<file path="src/rtl/hex_key_entry.sv">
// Push-button hex entry: synchronised, debounced keys feed a nibble shift-register editor.
// The edited value word is consumed by the seven-segment display path.
module hex_key_entry #(
  parameter int unsigned DEBOUNCE_CYCLES = 500000,
  parameter int unsigned DIGITS          = 6
) (
  input  logic                         clk,
  input  logic                         reset_n,
  input  logic [3:0]                   sw,
  input  logic                         key_enter_n,
  input  logic                         key_back_n,
  input  logic                         key_clear_n,
  output logic [4*DIGITS-1:0]          value,
  output logic [$clog2(DIGITS+1)-1:0]  digit_count,
  output logic                         full,
  output logic                         strobe,
  output logic                         reject
);

  localparam int unsigned VW   = 4 * DIGITS;
  localparam int unsigned CNTW = $clog2(DIGITS + 1);
  localparam int unsigned CW   = $clog2(DEBOUNCE_CYCLES);

  // Key bit order: [0] enter, [1] back, [2] clear
  logic [2:0]         keys_n;
  logic [2:0]         sync1_q, sync2_q;
  logic [3:0]         sw_s1_q, sw_s2_q;
  logic [2:0]         deb_q, deb_d;
  logic [2:0]         deb_prev_q;
  logic [2:0][CW-1:0] cnt_q, cnt_d;
  logic [2:0]         press;

  logic [VW-1:0]      value_q, value_d;
  logic [CNTW-1:0]    count_q, count_d;
  logic               full_q, full_d;
  logic               strobe_q, strobe_d;
  logic               reject_q, reject_d;

  assign keys_n = {key_clear_n, key_back_n, key_enter_n};
  assign press  = deb_prev_q & ~deb_q;

  always_comb begin
    deb_d = deb_q;
    cnt_d = '0;
    for (int k = 0; k < 3; k++) begin
      if (sync2_q[k] != deb_q[k]) begin
        if (cnt_q[k] == CW'(DEBOUNCE_CYCLES - 1)) begin
          deb_d[k] = sync2_q[k];
        end else begin
          cnt_d[k] = cnt_q[k] + CW'(1);
        end
      end
    end
  end

  // Only the highest-priority press acts; losers vanish without a reject.
  always_comb begin
    value_d  = value_q;
    count_d  = count_q;
    strobe_d = 1'b0;
    reject_d = 1'b0;
    if (press[2]) begin
      value_d  = '0;
      count_d  = '0;
      strobe_d = 1'b1;
    end else if (press[1]) begin
      if (count_q == '0) begin
        reject_d = 1'b1;
      end else begin
        value_d  = value_q >> 4;
        count_d  = count_q - CNTW'(1);
        strobe_d = 1'b1;
      end
    end else if (press[0]) begin
      if (count_q == CNTW'(DIGITS)) begin
        reject_d = 1'b1;
      end else begin
        value_d  = (value_q << 4) | VW'(sw_s2_q);
        count_d  = count_q + CNTW'(1);
        strobe_d = 1'b1;
      end
    end
    full_d = (count_d == CNTW'(DIGITS));
  end

  always_ff @(posedge clk) begin
    if (!reset_n) begin
      sync1_q    <= '1;
      sync2_q    <= '1;
      sw_s1_q    <= '0;
      sw_s2_q    <= '0;
      deb_q      <= '1;
      deb_prev_q <= '1;
      cnt_q      <= '0;
      value_q    <= '0;
      count_q    <= '0;
      full_q     <= 1'b0;
      strobe_q   <= 1'b0;
      reject_q   <= 1'b0;
    end else begin
      sync1_q    <= keys_n;
      sync2_q    <= sync1_q;
      sw_s1_q    <= sw;
      sw_s2_q    <= sw_s1_q;
      deb_q      <= deb_d;
      deb_prev_q <= deb_q;
      cnt_q      <= cnt_d;
      value_q    <= value_d;
      count_q    <= count_d;
      full_q     <= full_d;
      strobe_q   <= strobe_d;
      reject_q   <= reject_d;
    end
  end

  assign value       = value_q;
  assign digit_count = count_q;
  assign full        = full_q;
  assign strobe      = strobe_q;
  assign reject      = reject_q;

endmodule

</file>
<file path="config.mk">
export PLATFORM = sky130hd
export DESIGN_NAME = hex_key_entry
export DESIGN_NICKNAME = d
export VERILOG_FILES = /design/src/rtl/hex_key_entry.sv
export SDC_FILE = /design/constraint.sdc
export NUM_CORES = 1
export LEC_CHECK = 0
export CELL_PAD_IN_SITES_DETAIL_PLACEMENT = 1
export CELL_PAD_IN_SITES_GLOBAL_PLACEMENT = 2
export CORE_ASPECT_RATIO = 0.6
export CORE_MARGIN = 3
export CORE_UTILIZATION = 38
export DETAILED_ROUTE_END_ITERATION = 10
export HOLD_SLACK_MARGIN = 0.12
export PLACE_DENSITY_LB_ADDON = 0.12
export SLEW_MARGIN = 20
export SYNTH_ARGS = -nofsm -noshare
export SYNTH_HDL_FRONTEND = slang
export SYNTH_SLANG_ARGS = --single-unit
</file>
<file path="constraint.sdc">
create_clock -name clk -period 3 [get_ports clk]
set_input_delay 0.6 -clock clk [delete_from_list [all_inputs] [get_ports clk]]
set_output_delay 0.6 -clock clk [all_outputs]
set_load 0.02 [all_outputs]
</file>
# Yosys cells after proc, flatten, opt, wreduce, memory -nomap -nowiden

Cells that the tools add are included.

Multiplexer cells: 18
Equality and inequality tests: 10
Bitwise operators: 7
Add/sub/neg operators: 5
Reductions and logical operators: 10

Operators by type and width:

| operator                                                            | number |
|---|---|
| 24-bit 2-to-1 mux                                                   | 4 |
| 19-bit by 1-bit adder with 19-bit output (second input constant)    | 3 |
| 19-bit equality test (second input constant)                        | 3 |
| 24-bit by 4-bit OR with 24-bit output                               | 1 |
| 3-bit 2-to-1 mux                                                    | 5 |
| 1-bit 2-to-1 mux                                                    | 9 |
| 3-bit OR reduction                                                  | 3 |
| 3-bit equality test (second input constant)                         | 2 |
| 2-bit AND reduction                                                 | 3 |
| 2-bit != test (second input constant)                               | 2 |
| 1-bit NOT                                                           | 4 |
| 3-bit by 1-bit adder with 3-bit output (second input constant)      | 1 |
| 3-bit bitwise AND                                                   | 1 |
| 3-bit logical NOT                                                   | 1 |
| 1-bit != test                                                       | 3 |
| 3-bit NOT                                                           | 1 |
| 3-bit AND reduction                                                 | 1 |
| 3-bit by 1-bit subtractor with 3-bit output (second input constant) | 1 |
| 2-bit nonzero test                                                  | 1 |
| 2-bit OR reduction                                                  | 1 |

Flip-flop bits (word level): 107
Logic and storage cells: 66
Output and inout bits: 30
Input bits: 9

# Logic depth before layout (Yosys ltp)

Depth after elaboration: 6
Gate-level depth with buffers: 8

# Least setup slack after synthesis

Ideal clock, no wire load.

Kind: register to register
Start point: reg count_q[0], in the netlist digit_count[0]
End point: reg value_q[10], in the netlist value[10]
Setup time: 0.091 ns
Clock period less this slack: 1.770 ns
Slack: 1.230 ns
Cell stages (with the launch flop): 9
Data arrival time: 1.679 ns
Cell sequence: dfxtp_1 inv_1 ha_1 nand2_1 nand3_1 nand2_1 buf_2 nor2_1 a311oi_1

Cells in the longest elaborated chain, start to end: 3
Elaborated cells on any way between the ends: 5

Ends and longest elaborated chain:

| element                                                         | line   | RTL |
|---|---|---|
| from (decl)                                                     | 34     | `logic [CNTW-1:0] count_q, count_d;` |
| from (signal assigned)                                          | 109    | `count_q <= count_d;` |
| 3-bit equality test / 3-bit logical NOT (equally long branches) | 75, 67 |  |
| 2-bit != test (no source line)                                  | n/a    |  |
| 3-bit AND reduction (no source line) (*)                        | n/a    |  |
| to (signal assigned)                                            | 108    | `value_q <= value_d;` |
| to (decl)                                                       | 33     | `logic [VW-1:0] value_q, value_d;` |

Mark *: on every way between the ends. The rest lies on a longest branch, timed or not.
A chain may end at the register's enable or synchronous reset.

# Worst setup path in the final report

Start point: reg count_q[0], in the netlist digit_count[0]
End point: reg value_q[8], in the netlist value[8]

The elaborated chain is that of the path after synthesis.

==> impl_metrics.env <==
export IMPL_netlist_instances=513
export IMPL_netlist_area_um2=4430
export IMPL_synth_edff_count=0
export IMPL_swShare_pct=21.3
export IMPL_synth_most_common_cell="dfxtp_1"
export IMPL_routabilityCongestion=0.733
export IMPL_yosysWarnings=0
export IMPL_cts_tree="yes"
export IMPL_drc=0
export IMPL_relSlewSlack_pct=59.7
export IMPL_clkPwrFrac_pct=44.7
export IMPL_antennaDiodeCount=0
export IMPL_fillers=1291
export IMPL_skew_ps=4.94
export IMPL_path_buf_inv=2
export IMPL_p_seq_share_pct=53.7
export IMPL_drive_above_1_share_pct=4.90
export IMPL_cp_slowest_cell="nand2_1"
export IMPL_cts_inserted_buffers=9
export IMPL_grt_antenna_before_repair=0
export IMPL_syn_nets=529
export IMPL_netlist_top_cells_count="dfxtp_1 (107), nor2_1 (101), nand2_1 (76), xnor2_1 (31)"
export IMPL_cp_max_fo=18
export IMPL_path_class="reg -> reg"
export IMPL_status="finished, final reports clean"
export IMPL_internal_power_uw=2100
export IMPL_synth_ff_type="dfxtp_1"
export IMPL_vdd_drop_max_uv=262
export IMPL_place_ws_ps=686
export IMPL_yosys_area_top_type="dfxtp_1"
export IMPL_ys_seq_elements=107
export IMPL_p_leak_uw=0.00162
export IMPL_arrival_ps=2560
export IMPL_die_x_um=145
export IMPL_hp_class="reg -> reg"
export IMPL_cp_data_required_time_ps=3250
export IMPL_power_uw=2670
export IMPL_power_frac_comb_pct=1.6
export IMPL_synth_top_area_share_pct=48.4
export IMPL_synth_area_top_cells="dfxtp_1 (48%), nor2_1 (8.6%), nand2_1 (6.4%), xnor2_1 (6.1%), xor2_1 (4.7%)"
export IMPL_grt_pass1_vias=3498
export IMPL_postLayoutSetupSlackWorst_ps=689
export IMPL_path_delay_family="simple AND/OR/NAND/NOR gates"
export IMPL_viasPerCell=5.00
export IMPL_drv_slew=0
export IMPL_worstSkewPairLatency_ps=350
export IMPL_setup_viol=0
export IMPL_die_h_um=89.6
export IMPL_fmax_ghz=0.433
export IMPL_drt_iter0_drc=155
export IMPL_ant_nets=0
export IMPL_fin_crit_ps=2310
export IMPL_multiInputGateArea_um2=2130
export IMPL_area_growth_syn_to_layout_pct=18.2
export IMPL_grt_overflow_total=0
export IMPL_cts_setup_buffers=0
export IMPL_r2r_slack_ps=690
export IMPL_worst_setup_path_start_kind="flip-flop"
export IMPL_powerDensity_nw_per_um2=509
export IMPL_crit_chain="inv_1 > ha_1 > nand2_1 > nand3_1 > nand2_1 > buf_4 > nor2_1 > a311oi_1"
export IMPL_avgSynthCellArea_um2=8.63
export IMPL_wl_um=10100
export IMPL_core_area_um2=11000
export IMPL_io_pins=39
export IMPL_cts_buffer_depth=2
export IMPL_cts_resized=0
export IMPL_nets=562
export IMPL_dr_pass1_iters=4
export IMPL_via_count=3530
export IMPL_rsz0062_at_grt="false"
export IMPL_worst_slew_pin_slew_ps=604
export IMPL_ctsHoldBuffers=0
export IMPL_routed_wire_length_per_instance_um=14.3
export IMPL_endpoint_kind="flip-flop"
export IMPL_grt_max_degree=26
export IMPL_cp_common_cell="nand2_1"
export IMPL_switchingPower_uw=567
export IMPL_cap_viol_max_count=0
export IMPL_ys_seq_area_share_pct=48.4
export IMPL_ctsHtreeMaxLevel=3
export IMPL_clockRootBuffer="clkbuf_16"
export IMPL_track_usage_pct=16.3
export IMPL_clock_sinks=107
export IMPL_max_stage_delay_ps=450
export IMPL_hold_viol_final=0
export IMPL_path_clk_slew_ps=70
export IMPL_whs_ps=412
export IMPL_initial_core_util_pct=40.4
export IMPL_synthArstFlopShare_pct=0
export IMPL_setup_tns_final_ps=0
export IMPL_rows=29
export IMPL_seqCellArea_um2=2140
export IMPL_post_route_period_util_pct=77.0
export IMPL_synth_cell_types=41
export IMPL_grt_pass1_wl_um=17300
export IMPL_dieArea_um2=13000
export IMPL_hpwlAfterDp_um=7250
export IMPL_numPortBuffers=38
-- layout by cell type, fill, tap and decap left out, types with 6 or more instances in the layout --
master | netlist | final
a21oi_1 | 6 | 6
nand2_1 | 76 | 76
and3_1 | 6 | 6
nor3_1 | 7 | 7
buf_4 | 4 | 7
and4_1 | 6 | 6
dfxtp_1 | 107 | 107
nand2b_1 | 11 | 11
xor2_1 | 24 | 24
ha_1 | 7 | 7
nor2_1 | 101 | 101
inv_1 | 11 | 11
clkbuf_16 | 0 | 9
and2_1 | 11 | 11
clkdlybuf4s50_1 | 0 | 38
nand4_1 | 8 | 8
a311oi_1 | 21 | 21
xnor2_1 | 31 | 31
nand3_1 | 24 | 24
-- power groups by stage --
stage	clock [uW]	sequential [uW]	combinational, uW
6_report	1190	1430	43.1
3_5_place_dp	0	1470	43.6
2_1_floorplan	0	1460	25.6
5_1_grt	1300	1430	48.2
4_1_cts	1240	1430	44.0
3_3_place_gp	0	1470	42.4
-- stage by stage --
stage          utilization [%]  area (um2)  std cells
2_1_floorplan                -        4430        513
3_3_place_gp              45.0        4940        690
3_5_place_dp              45.0        4940        690
4_1_cts                   47.8        5240        706
5_1_grt                   47.8        5240        706
6_report                  47.8        5240        706
-- final timing paths --
check,depth (start not counted),to,from
setup / recovery,8,value[8],digit_count[0]
hold / removal,1,sync2_q[2],sync1_q[2]
setup reg to reg,8,value[8],digit_count[0]
hold reg to reg,1,sync2_q[2],sync1_q[2]
-- layer usage --
| metal | part of all wire (%) | vias up | track usage (%) |
|---|---|---|---|
| met5 | 0 | - | 0 |
| met4 | 0.79 | 0 | 4.57 |
| met3 | 3.0 | 8 | 4.51 |
| met2 | 43 | 34 | 26.0 |
| met1 | 53 | 1711 | 22.0 |
| li1 | - | 1777 | - |
-- kinds of logic (layout without fill, tap and decap cells) --
| family | after synthesis | count (layout) | synth area share, % |
|---|---|---|---|
| fa+ha+maj | 7 | 7 | 1.98 |
| xor+xnor | 55 | 55 | 10.9 |
| mux | 1 | 1 | 0.226 |
| flops | 107 | 107 | 48.4 |
| simple gates | 274 | 274 | 28.9 |
| compound gates | 35 | 35 | 6.05 |
| buf+inv | 34 | 72 | 3.64 |
-- layout make-up --
type | count | share of cell area (%)
inverter | 11 | 0.789
multi-input combinational | 372 | 40.6
sequential | 107 | 40.9
timing repair buffer | 45 | 8.27
clock inverter | 7 | 1.43
tap | 155 | 3.70
clock buffer | 9 | 4.30
-- flip-flops by register name, indices dropped and copies added (netlist names) --
name,cells
cnt_q,57
deb_prev_q,3
deb_q,3
digit_count,3
full,1
reject,1
strobe,1
sw_s1_q,4
sw_s2_q,4
sync1_q,3
sync2_q,3
value,24
-- worst register-to-register path, cell delays in order, from the launching register on --
cell	delay [ps]
dfxtp_1	420
inv_1	120
ha_1	250
nand2_1	100
nand3_1	230
nand2_1	450
buf_4	320
nor2_1	80
a311oi_1	260
(Power assumes the default switching activity.)
